File: config.mk
export PLATFORM = sky130hd
export DESIGN_NAME = ddc_avg
export DESIGN_NICKNAME = d
export VERILOG_FILES = /design/src/rtl/ddc_pkg.sv /design/src/rtl/ddc_chan_acc.sv /design/src/rtl/ddc_avg.sv
export SDC_FILE = /design/constraint.sdc
export NUM_CORES = 1
export LEC_CHECK = 0
export ABC_CLOCK_PERIOD_IN_PS = 4310
export CAP_MARGIN = 15
export CORE_UTILIZATION = 55
export DETAILED_ROUTE_END_ITERATION = 8
export GPL_ROUTABILITY_DRIVEN = 0
export GPL_TIMING_DRIVEN = 0
export PLACE_DENSITY = 0.82
export SLEW_MARGIN = 30
export SYNTH_ARGS = -nofsm -noshare
export SYNTH_HDL_FRONTEND = slang
export SYNTH_SLANG_ARGS = --single-unit
File: constraint.sdc
create_clock -name SYS_CLK -period 4.31 [get_ports SYS_CLK]
set_clock_uncertainty 0.2 [all_clocks]
set_input_delay 0.862 -clock SYS_CLK [delete_from_list [all_inputs] [get_ports SYS_CLK]]
set_output_delay 0.862 -clock SYS_CLK [all_outputs]
set_load 0.005 [all_outputs]
File: src/rtl/ddc_pkg.sv
// Shared constants and FSM encoding for the DDC112 block averager.
// Field offsets describe both the readout word and the result word.
package ddc_pkg;

  localparam int CODE_W  = 20;
  localparam int SUM_W   = 28;
  localparam int WORD_W  = 64;
  localparam int CH1_LSB = 0;
  localparam int CH2_LSB = 20;
  localparam int SEQ_LSB = 40;
  localparam int OSEQ_W  = WORD_W - SEQ_LSB;

  typedef enum logic [1:0] {
    IDLE,
    ACCUM,
    EMIT
  } state_t;

endpackage

File: src/rtl/ddc_chan_acc.sv
// One channel of the averager: load/accumulate a 28-bit sum and
// present the truncated average for the latched block length.
import ddc_pkg::*;

module ddc_chan_acc (
  input  logic              clk,
  input  logic              rst,
  input  logic              i_load,
  input  logic              i_add,
  input  logic [CODE_W-1:0] i_code,
  input  logic [3:0]        i_shift,
  output logic [CODE_W-1:0] o_avg
);

  logic [SUM_W-1:0] r_sum;

  always_ff @(posedge clk or posedge rst) begin
    if (rst) begin
      r_sum <= '0;
    end else if (i_load) begin
      r_sum <= SUM_W'(i_code);
    end else if (i_add) begin
      r_sum <= r_sum + SUM_W'(i_code);
    end
  end

  assign o_avg = CODE_W'(r_sum >> i_shift);

endmodule

File: src/rtl/ddc_avg.sv
// Block averager for the two DDC112 channels with sequence tagging,
// FIFO-full drop detection and a sticky overflow flag.
import ddc_pkg::*;

module ddc_avg #(
  parameter int NAVG_MAX_LOG2 = 8,
  parameter int SEQ_W         = 24
) (
  input  logic              SYS_CLK,
  input  logic              RST,
  input  logic              in_valid,
  input  logic [WORD_W-1:0] in_data,
  input  logic [3:0]        log2_navg,
  input  logic              fifo_full,
  input  logic              clr_ovf,
  output logic [WORD_W-1:0] out_data,
  output logic              out_wr,
  output logic              ovf,
  output logic              busy
);

  localparam int         CNT_W   = NAVG_MAX_LOG2 + 1;
  localparam logic [3:0] LEN_MAX = 4'(NAVG_MAX_LOG2);

  state_t           r_state;
  state_t           w_nxt;
  logic [3:0]       r_len;
  logic [3:0]       w_len;
  logic [CNT_W-1:0] r_cnt;
  logic [CNT_W-1:0] w_cnt_inc;
  logic [CNT_W-1:0] w_target;
  logic [SEQ_W-1:0] r_seq;
  logic             r_ovf;
  logic             w_load;
  logic             w_add;
  logic             w_done;
  logic             w_emit;
  logic             w_unused;

  logic [CODE_W-1:0] w_avg1;
  logic [CODE_W-1:0] w_avg2;

  assign w_len     = (log2_navg > LEN_MAX) ? LEN_MAX : log2_navg;
  assign w_cnt_inc = r_cnt + 1'b1;
  assign w_target  = CNT_W'(1) << r_len;
  assign w_done    = (w_cnt_inc == w_target);
  assign w_emit    = (r_state == EMIT);
  assign w_unused  = ^in_data[WORD_W-1:SEQ_LSB];

  // EMIT behaves like IDLE for a new sample so back-to-back blocks lose nothing
  always_comb begin
    w_nxt  = r_state;
    w_load = 1'b0;
    w_add  = 1'b0;
    unique case (r_state)
      ACCUM: begin
        if (in_valid) begin
          w_add = 1'b1;
          if (w_done) w_nxt = EMIT;
        end
      end
      default: begin
        if (in_valid) begin
          w_load = 1'b1;
          w_nxt  = (w_len == 4'd0) ? EMIT : ACCUM;
        end else begin
          w_nxt = IDLE;
        end
      end
    endcase
  end

  always_ff @(posedge SYS_CLK or posedge RST) begin
    if (RST) begin
      r_state <= IDLE;
      r_len   <= '0;
      r_cnt   <= '0;
      r_seq   <= '0;
      r_ovf   <= 1'b0;
    end else begin
      r_state <= w_nxt;
      if (w_load) begin
        r_len <= w_len;
        r_cnt <= CNT_W'(1);
      end else if (w_add) begin
        r_cnt <= w_cnt_inc;
      end
      if (w_emit) r_seq <= r_seq + 1'b1;
      if (w_emit && fifo_full) begin
        r_ovf <= 1'b1;
      end else if (clr_ovf) begin
        r_ovf <= 1'b0;
      end
    end
  end

  ddc_chan_acc u_ch1 (
    .clk     (SYS_CLK),
    .rst     (RST),
    .i_load  (w_load),
    .i_add   (w_add),
    .i_code  (in_data[CH1_LSB +: CODE_W]),
    .i_shift (r_len),
    .o_avg   (w_avg1)
  );

  ddc_chan_acc u_ch2 (
    .clk     (SYS_CLK),
    .rst     (RST),
    .i_load  (w_load),
    .i_add   (w_add),
    .i_code  (in_data[CH2_LSB +: CODE_W]),
    .i_shift (r_len),
    .o_avg   (w_avg2)
  );

  assign out_data = {OSEQ_W'(r_seq), w_avg2, w_avg1};
  assign out_wr   = w_emit & ~fifo_full;
  assign ovf      = r_ovf;
  assign busy     = (r_state == ACCUM);

endmodule

==> impl_metrics.py <==
metrics = {
    "status": {
        "status": "completed",
    },
    "clocking": {
        "clock_latency_ps": 370,
        "cts_buffer_depth": 2,
        "holdBufCountCts": 0,
        "cts_setup_buffers": 0,
        "cts_repair_resize_count": 6,
        "numCtsBuffers": 9,
        "htreeDepth": 3,
        "cts_tree": "done",
        "clock-sinks": 96,
        "cts_root_buf": "clkbuf_16",
        "clkTransAtPathRegs_ps": 80,
    },
    "timing": {
        "max_freq_mhz": 234,
        "post-route-min-period_ps": 4280,
        "setup_viol": 0,
        "drv_slew": 0,
        "slew_headroom": 0.418,
        "worst_slew_pin_slew_ps": 873,
        "timing.final.crit_share": 0.993,
        "hold_violations": 0,
        "grt_setup_unrepaired": "no",
        "hold_slack_ps": 268,
    },
    "setup_path": {
        "cp_cell_sequence": "buf_2 -> clkbuf_4 -> buf_2 -> mux2i_1 -> mux4_2 -> o21ai_0 -> clkdlybuf4s50_1",
        "crit_slowest_cell": "clkdlybuf4s50_1",
        "ff2ff_setup_slack_ps": 920,
        "cp.arrival_ps": 3220,
        "cp_common_cell": "buf_2",
        "cpPeakStageDelay_ps": 590,
        "start_kind": "flip-flop",
        "critPathCaptureType": "primary output",
        "path_max_fanout": 10,
        "critical_path_class": "reg2out",
        "required_ps": 3250,
    },
    "yosys": {
        "synth_top_flop_cell": "dfrtp_1",
        "syn_nets": 1136,
        "synthCells": 1019,
        "synth-edff-count": 0,
        "yosysSeqAreaShare": 0.279,
        "yosysWarnings": 0,
        "async_flop_share": 1.00,
        "avgSynthCellArea_um2": 8.45,
        "synth.distinct_cells": 71,
        "synth_area_um2": 8610,
        "ys_ff_latch": 96,
    },
    "final_layout": {
        "n_fill_cell": 1214,
        "regArea_um2": 2400,
        "fin_area_um2": 10400,
        "drive_above_1_share": 0.0800,
        "antennaDiodeCount": 0,
        "syn_to_final_growth_pct": 20.6,
        "multi_input_area_um2": 5840,
        "final_core_util": 0.680,
        "final_net_count": 1262,
    },
    "floorplanning": {
        "die_x_um": 127,
        "pin_count": 140,
        "coreArea_um2": 15300,
        "fp.dieH_um": 127,
        "start_util": 0.564,
        "die-area_um2": 16200,
        "rows": 45,
    },
    "global_route": {
        "top_usage_layer": "met2",
        "grt_pass1_wl_mm": 42.7,
        "grtUsageMet1": 0.433,
        "grtUsageTotal": 0.340,
        "use_met3": 0.0733,
        "gr-total-overflow": 0,
        "grt_pass1_vias": 8307,
        "antenna_found_initial": 0,
        "grt_use_met2": 0.539,
        "grt_max_degree": 57,
    },
    "detailed_routing": {
        "via_per_inst": 6.47,
        "vias": 8803,
        "ant_nets": 0,
        "first_iter_violations": 900,
        "wl_per_cell_um": 19.8,
        "drtPass1Iterations": 6,
        "drc": 0,
        "drt-total-wl_mm": 27.0,
    },
    "pwr": {
        "seq_power_share": 0.184,
        "comb_power_share": 0.721,
        "power_density_nw_per_um2": 842,
        "switchingPower_mw": 4.16,
        "internal_power_mw": 4.57,
        "leakage_nw": 4.33,
        "power_frac_clock": 0.096,
        "ir_drop_uv": 476,
        "p_sw_frac": 0.476,
    },
    "worst_hold_path": {
        "min_path_type": "reg2reg",
    },
    "placed_design": {
        "dp_hpwl_mm": 20.1,
        "placed_area_um2": 10000,
        "portBuffers": 114,
    },
    "run": {
        "maxCapViolations": 0,
    },
}
-- cell usage after synthesis (all sizes together) (24+ instances only) --
| cell | instances | area [um^2] |
|---|---|---|
| mux4 | 30 | 676 |
| inv | 27 | 101 |
| nor2 | 92 | 345 |
| ha | 42 | 526 |
| and3 | 24 | 151 |
| o21ai | 77 | 389 |
| mux2i | 41 | 410 |
| a21oi | 107 | 536 |
| xnor2 | 43 | 377 |
| dfrtp | 96 | 2400 |
| nand2 | 106 | 403 |
| nand3 | 25 | 125 |
| clkbuf | 47 | 186 |
-- cells in the final DEF (no fill, tap or decap), types with 8 or more instances in the layout --
master and instances:
clkbuf_1 41, nor3_1 12, mux2i_1 41, mux4_2 30, nand4_1 12, mux2_2 11
and3_1 23, nor2b_1 21, clkdlybuf4s50_1 114, nand2_1 104, nor2_1 92, dfrtp_1 96
a21oi_1 107, o21ai_0 70, xnor2_1 43, nand3_1 25, a221o_1 11, ha_1 42
inv_1 25, or3_1 10, a31oi_1 15, o22ai_1 10, xor2_1 19, and2_1 10
a211oi_1 22, a21o_1 17, nand2b_1 8, clkbuf_16 9
-- through the flow --
step	setup slack [ps]	setup TNS (ps)	total power, mW	std cells
final	30.8	0	8.74	1361
after global routing	6.92	0	9.23	1361
after CTS	12.3	0	8.53	1361
after detailed placement	30.1	0	7.65	1345
after global placement	-736	-70060	7.53	1344
after floorplan	743	0	5.47	1019
-- power groups by stage --
stage	logic, mW	registers [mW]	clock network (mW)
3_3_place_gp	5.95	1.58	0
5_1_grt	6.72	1.64	0.868
4_1_cts	6.11	1.58	0.839
6_report	6.30	1.60	0.835
3_5_place_dp	6.06	1.59	0
2_1_floorplan	4.03	1.44	0
-- routing by layer --
layer / part of all wire / vias to the layer above
met2: 0.45 / 557
met3: 0.10 / 107
met5: 0 / -
met4: 0.052 / 0
li1: - / 4007
met1: 0.40 / 4132
-- kinds of logic after synthesis --
| logic type | share of synthesized area |
|---|---|
| DFF | 0.279 |
| AOI/OAI and AO/OA | 0.216 |
| buffers and inverters | 0.0426 |
| adders and majority gates | 0.0669 |
| xor gates and xnor gates | 0.0631 |
| and+or+nand+nor | 0.192 |
| muxes | 0.141 |
-- flip-flops by register name, indices dropped and copies added (netlist names) --
| name | flops |
|---|---|
| r_cnt | 9 |
| r_len | 4 |
| r_seq | 24 |
| ovf | 1 |
| u_ch1.r_sum | 28 |
| r_state | 2 |
| u_ch2.r_sum | 28 |
-- layout make-up --
class | count | area share
multi-input combinational | 834 | 0.563
sequential | 96 | 0.231
timing repair buffer | 115 | 0.113
buffer | 62 | 0.0274
tap | 211 | 0.0254
clock buffer | 9 | 0.0217
inverter | 27 | 0.0102
clock inverter | 7 | 0.00808
-- critical path: cells and delay by family, from the launching register on --
| kind | cells | cell delay [ps] |
|---|---|---|
| buffers and inverters | 4 | 1510 |
| AO/OA/AOI/OAI | 1 | 370 |
| multiplexers | 2 | 580 |
| flip-flops | 1 | 380 |
-- path summary, 6_finish.rpt --
| kind | from | endpoint | depth (start not counted) |
|---|---|---|---|
| setup / recovery | r_len[1] | out_data[0] | 7 |
| hold / removal | r_seq[23] | r_seq[23] | 1 |
| setup reg to reg | u_ch1.r_sum[1] | u_ch1.r_sum[21] | 9 |
| hold reg to reg | r_seq[23] | r_seq[23] | 1 |
| max in group asynchronous | RST | u_ch2.r_sum[11] | 3 |
| min in group asynchronous | RST | r_seq[16] | 2 |
No activity file was read; power rests on OpenSTA's default activity.
